**src/rtl/router_pkt_fifo.sv**
```systemverilog
// -----------------------------------------------------------------------------
// router_pkt_fifo
// Packet-aware synchronous FIFO for one router output channel. Each entry holds
// a data word plus a first-of-packet flag. On the read side the block tracks
// how many words of the current packet remain and pulses pkt_done while the
// packet's final (parity) word is on data_out.
//
// Ports
//   clock          rising-edge clock
//   resetn         synchronous active-low reset (highest priority)
//   soft_reset     synchronous active-high flush; requests in that cycle ignored
//   write_enb      write request, data_in/lfd_state stored when accepted
//   read_enb       read request, data_out updated one edge later when accepted
//   lfd_state      marks data_in as a packet header
//   data_in        write data, header = {payload_len, addr[1:0]}
//   data_out       registered read data
//   full/empty     occupancy == DEPTH / occupancy == 0
//   almost_full    occupancy >= AF_THRESH
//   occupancy      number of stored words
//   pkt_done       high while the last word of a packet is on data_out
//   overflow_err   sticky: write attempted while full (no read accepted)
//   underflow_err  sticky: read attempted while empty
// -----------------------------------------------------------------------------
module router_pkt_fifo #(
   parameter int DATA_WIDTH = 8,
   parameter int DEPTH      = 16,
   parameter int AF_THRESH  = 14
) (
   input  logic                     clock,
   input  logic                     resetn,
   input  logic                     soft_reset,
   input  logic                     write_enb,
   input  logic                     read_enb,
   input  logic                     lfd_state,
   input  logic [DATA_WIDTH-1:0]    data_in,
   output logic [DATA_WIDTH-1:0]    data_out,
   output logic                     full,
   output logic                     empty,
   output logic                     almost_full,
   output logic [$clog2(DEPTH):0]   occupancy,
   output logic                     pkt_done,
   output logic                     overflow_err,
   output logic                     underflow_err
);

   localparam int AW = $clog2(DEPTH);
   localparam int LW = DATA_WIDTH - 1;

   localparam logic [AW:0]   OCC_FULL = (AW+1)'(DEPTH);
   localparam logic [AW:0]   OCC_AF   = (AW+1)'(AF_THRESH);
   localparam logic [AW:0]   OCC_ONE  = (AW+1)'(1);
   localparam logic [AW:0]   OCC_ZERO = (AW+1)'(0);
   localparam logic [AW-1:0] PTR_ONE  = AW'(1);
   localparam logic [AW-1:0] PTR_ZERO = AW'(0);
   localparam logic [LW-1:0] REM_ONE  = LW'(1);
   localparam logic [LW-1:0] REM_ZERO = LW'(0);

   logic [DATA_WIDTH:0]   mem_q [DEPTH];
   logic [AW-1:0]         wr_ptr_q, wr_ptr_d;
   logic [AW-1:0]         rd_ptr_q, rd_ptr_d;
   logic [AW:0]           occ_q, occ_d;
   logic [LW-1:0]         rem_q, rem_d;
   logic [DATA_WIDTH-1:0] dout_q, dout_d;
   logic                  pkt_done_q, pkt_done_d;
   logic                  ovf_q, ovf_d;
   logic                  udf_q, udf_d;

   logic                  flush_s;
   logic                  rd_acc_s;
   logic                  wr_acc_s;
   logic [DATA_WIDTH:0]   rd_word_s;

   assign full        = (occ_q == OCC_FULL);
   assign empty       = (occ_q == OCC_ZERO);
   assign almost_full = (occ_q >= OCC_AF);
   assign occupancy   = occ_q;
   assign data_out    = dout_q;
   assign pkt_done    = pkt_done_q;
   assign overflow_err  = ovf_q;
   assign underflow_err = udf_q;

   assign flush_s   = ~resetn | soft_reset;
   assign rd_word_s = mem_q[rd_ptr_q];
   assign rd_acc_s  = read_enb & ~empty;
   // A write into a full FIFO is legal when the same cycle frees a slot.
   assign wr_acc_s  = write_enb & (~full | rd_acc_s);

   // Next-state logic for pointers, occupancy, packet tracking, output and flags
   always_comb begin
      wr_ptr_d   = wr_ptr_q;
      rd_ptr_d   = rd_ptr_q;
      occ_d      = occ_q;
      rem_d      = rem_q;
      dout_d     = dout_q;
      pkt_done_d = 1'b0;
      ovf_d      = ovf_q;
      udf_d      = udf_q;
      if (flush_s) begin
         wr_ptr_d = PTR_ZERO;
         rd_ptr_d = PTR_ZERO;
         occ_d    = OCC_ZERO;
         rem_d    = REM_ZERO;
         dout_d   = '0;
         ovf_d    = 1'b0;
         udf_d    = 1'b0;
      end else begin
         if (wr_acc_s) begin
            wr_ptr_d = wr_ptr_q + PTR_ONE;
         end else begin
            wr_ptr_d = wr_ptr_q;
         end

         if (write_enb && !wr_acc_s) begin
            ovf_d = 1'b1;
         end else begin
            ovf_d = ovf_q;
         end

         if (read_enb && !rd_acc_s) begin
            udf_d = 1'b1;
         end else begin
            udf_d = udf_q;
         end

         case ({wr_acc_s, rd_acc_s})
            2'b10:   occ_d = occ_q + OCC_ONE;
            2'b01:   occ_d = occ_q - OCC_ONE;
            default: occ_d = occ_q;
         endcase

         if (rd_acc_s) begin
            rd_ptr_d = rd_ptr_q + PTR_ONE;
            dout_d   = rd_word_s[DATA_WIDTH-1:0];
            if (rd_word_s[DATA_WIDTH]) begin
               // Header: payload words plus the trailing parity word.
               rem_d = {1'b0, rd_word_s[DATA_WIDTH-1:2]} + REM_ONE;
            end else if (rem_q != REM_ZERO) begin
               rem_d      = rem_q - REM_ONE;
               pkt_done_d = (rem_q == REM_ONE);
            end else begin
               // Orphan data outside any packet: no tracking change.
               rem_d = rem_q;
            end
         end else if (pkt_done_q) begin
            // Return the output to zero once the parity word has been shown.
            dout_d = '0;
         end else begin
            dout_d = dout_q;
         end
      end
   end

   // State registers with synchronous active-low reset folded into flush_s
   always_ff @(posedge clock) begin
      wr_ptr_q   <= wr_ptr_d;
      rd_ptr_q   <= rd_ptr_d;
      occ_q      <= occ_d;
      rem_q      <= rem_d;
      dout_q     <= dout_d;
      pkt_done_q <= pkt_done_d;
      ovf_q      <= ovf_d;
      udf_q      <= udf_d;
   end

   // Storage array; contents are not cleared, pointers make stale data unreachable
   always_ff @(posedge clock) begin
      if (!flush_s && wr_acc_s) begin
         mem_q[wr_ptr_q] <= {lfd_state, data_in};
      end
   end

endmodule

```
**config.mk**
```make
export PLATFORM = sky130hd
export DESIGN_NAME = router_pkt_fifo
export DESIGN_NICKNAME = d
export VERILOG_FILES = /design/src/rtl/router_pkt_fifo.sv
export SDC_FILE = /design/constraint.sdc
export NUM_CORES = 1
export LEC_CHECK = 0
export ABC_AREA = 1
export BUFFER_PORTS_ARGS = -buffer_cell sky130_fd_sc_hd__buf_2
export CORE_ASPECT_RATIO = 1.75
export CORE_MARGIN = 4
export CORE_UTILIZATION = 44
export CTS_CLUSTER_DIAMETER = 40
export DETAILED_ROUTE_END_ITERATION = 16
export MAX_ROUTING_LAYER = met4
export SYNTH_ARGS = -nofsm -noshare
export SYNTH_HDL_FRONTEND = slang
export SYNTH_SLANG_ARGS = --single-unit
```
**constraint.sdc**
```tcl
create_clock -name clock -period 6 [get_ports clock]
set_input_delay 0.3 -clock clock [delete_from_list [all_inputs] [get_ports clock]]
set_output_delay 0.3 -clock clock [all_outputs]
set_load 0.02 [all_outputs]
```
==> flow_summary.ini <==
[setup_path]
worstReg2RegEnd = rem_q[6]$_SDFFE_PP0P_
crit_type = flop to flop
path_max_fanout = 78
cp-start-kind = flop
crit_family = buffers and inverters
worstSetupEndpointType = flop
r2r_setup_slack_ns = 3.14
max_stage_delay_ns = 0.62
critPathBufInv = 3
worstPathCellList = buf_4 -> inv_4 -> nand2_1 -> nand2_1 -> nand2_1 -> nand3_1 -> nand3_1 -> nand2_2 -> o21ai_4 -> inv_2 -> nand3_1 -> a21oi_1
r2r_cells = 12
worstPathRequired_ns = 6.29
worst_ep_arrival_time_ns = 3.15
cp.depth = 12
crit_slowest_cell = buf_4

[global_routing]
antenna_found_initial = 0
grt-ovfl-total = 0
grt_usage_pct = 19.4
grt_pass1_vias = 5226
grt_pass1_wl_mm = 27.9
grt_max_degree = 79

[clock_network]
path_clk_slew_ns = 0.07
numCtsBuffers = 17
cts_max_level = 4
ctsLongestPathBuffers = 2
clock_latency_ns = 0.42
ctsHoldBuffers = 0
cts-root-buf = clkbuf_16
postCtsSetupRepairBufs = 0
cts_resized = 0
numClockSinks = 179
cts_tree = built

[die]
start_util_pct = 44.6
core_um2 = 17500
die_w_um = 109
die_h_um = 184
ios = 33
die_area_um2 = 20000
num_rows = 64

[power]
swShare_pct = 24.3
intPower_w = 0.00195
irDropWorstVdd_mv = 0.183
power_frac_comb_pct = 7.9
p_leak_nw = 3.38
seq_power_share_pct = 52.7
p_switching_w = 0.000626
power_density_nw_per_um2 = 301
power_frac_clock_pct = 39.4

[yosys]
ys_types = 32
ys_seq_area_share_pct = 64.5
ys_top_cells_by_area = edfxtp_1, nand2_1, dfxtp_1
yosys_warnings = 0
postSynthCellCount = 767
yosysTopAreaCell = edfxtp_1
syn_area_per_cell_um2 = 10.2
synth_ff_type = edfxtp_1
async_flop_share_pct = 0
synth_nets = 793
ys_ff_latch = 179
synth_edf_count = 144
synth.top_cell.area_share_pct = 55.5
synth_area_um2 = 7790

[sta]
finalClockSkew_ns = 0.0106
fin_ws_ns = 3.14
fmax_ghz = 0.350
finalSetupViolCount = 0
relSlewSlack_pct = 25.1
fin_crit_ns = 2.86
tns_ns = 0
hold_viol = 0
rsz0062_at_grt = false
period_share_pct = 47.6
drv_slew = 0
tightest_slew_ns = 1.12

[drt]
num_vias = 5303
firstDrtPassIters = 5
vias_per_cell = 5.13
antenna_left = 0
avgRoutedWirePerCell_um = 17.3
drtIter0Drc = 365
drcViolationCount = 0
routed_wl_mm = 17.8

[layout]
nNetsFinal = 815
num_antenna_cells = 0
postLayoutCoreUtil_pct = 49.1
final_area_um2 = 8570
drive_gt1_share_pct = 10.2
area_growth_pct = 10.0
fillCellCount = 1669

[place]
placed_area_um2 = 8030
hpwl_mm = 12.0
gp_congestion = 0.899
portBuffers = 32
preCtsSetupSlack_ns = 3.13

[worst_hold_path]
hold_path_startpoint = read_enb
hold_path_class = input port to flop
worstHoldEndpoint = underflow_err$_SDFFE_PP0P_
whs_path_depth = 3

[job]
drv_cap = 0

[outcome]
status = finished, final reports clean
==> power groups by stage <==
stage | logic, W | clock network (W) | registers (W)
finish | 0.000203 | 0.00102 | 0.00136
global route | 0.000231 | 0.00110 | 0.00136
CTS | 0.000206 | 0.00103 | 0.00136
detailed placement | 0.000206 | 0 | 0.00139
global placement | 0.000202 | 0 | 0.00138
floorplan | 0.000143 | 0 | 0.00139
==> worst min-delay path, delay by kind of cell <==
family,cells,cell delay (ns)
buf+inv,1,0.10
compound gates,1,0.06
simple gates,1,0.08
==> cells in the final DEF (no fill, tap or decap), drive strengths merged, types with 6 or more instances in the layout <==
cell type  Yosys  layout
inv           78      86
nand2        203     203
o22ai          6       6
nor2          78      78
dfxtp         35      35
o21ai         43      43
edfxtp       144     144
buf           27      35
ha            11      11
clkbuf         5      18
xor2           6       6
nand3         84      84
a21oi         28      28
clkinv         1       6
==> cell usage after synthesis, types with 2 or more instances <==
cell      instances
xor2_1            6
a21oi_1          28
nor2_2            2
edfxtp_1        144
nand2_2           4
nor2_1           76
buf_2             8
buf_6             8
o21ai_0          30
inv_4             2
o221ai_1          2
ha_1             11
dfxtp_1          35
inv_2             3
nand3_1          84
buf_4            11
clkbuf_1          5
inv_1            73
a31o_2            2
o22ai_1           6
nand2_1         199
o21ai_1          12
nand4_1           3
o211ai_1          5
==> per-layer routing <==
metal  GRT usage, %  wire [um]
met1           21.0       6800
met2           33.9       9590
met3           2.78        653
met4           9.91        779
met5              -          0
==> cell type report <==
class	instances	area (um2)	area share, %
well taps	231	289	3.37
inverters	79	302	3.52
multi-input cells	477	2230	26.0
repair buffers	35	183	2.13
flip-flops and latches	179	5030	58.7
clock buffers	18	439	5.13
clock inverters	14	100	1.17
==> stage by stage <==
stage,hold slack [ns],power (W),instances
floorplan,0.399,0.00153,767
global placement,0.451,0.00159,1001
detailed placement,0.458,0.00159,1001
CTS,0.135,0.00260,1033
global route,0.161,0.00269,1033
finish,0.152,0.00258,1033
==> state kept, by name (all words and copies together) (netlist names), named ones only <==
name,flops
occupancy,5
pkt_done,1
underflow_err,1
overflow_err,1
rem_q,7
wr_ptr_q,4
rd_ptr_q,4
data_out,8
mem_q,144
==> worst max path at each step <==
stage                                    from                        end  slack [ns]
CTS                                      flop      rem_q[6]$_SDFFE_PP0P_        3.13
detailed placement                       flop      rem_q[6]$_SDFFE_PP0P_        3.13
finish                                   flop      rem_q[6]$_SDFFE_PP0P_        3.14
floorplan           occupancy[1]$_SDFFE_PP0P_  occupancy[4]$_SDFFE_PP0P_        3.62
global route                             flop      rem_q[6]$_SDFFE_PP0P_        2.88
global placement                         flop      rem_q[6]$_SDFFE_PP0P_        3.18
==> cells by family after synthesis <==
kind of cell | after synthesis | synth area share (%)
xor+xnor | 6 | 0.675
compound gates | 89 | 6.40
simple gates | 370 | 19.5
flops | 179 | 64.5
buf+inv | 111 | 6.85
fa+ha+maj | 12 | 2.02
No activity file was read; power rests on OpenSTA's default activity.
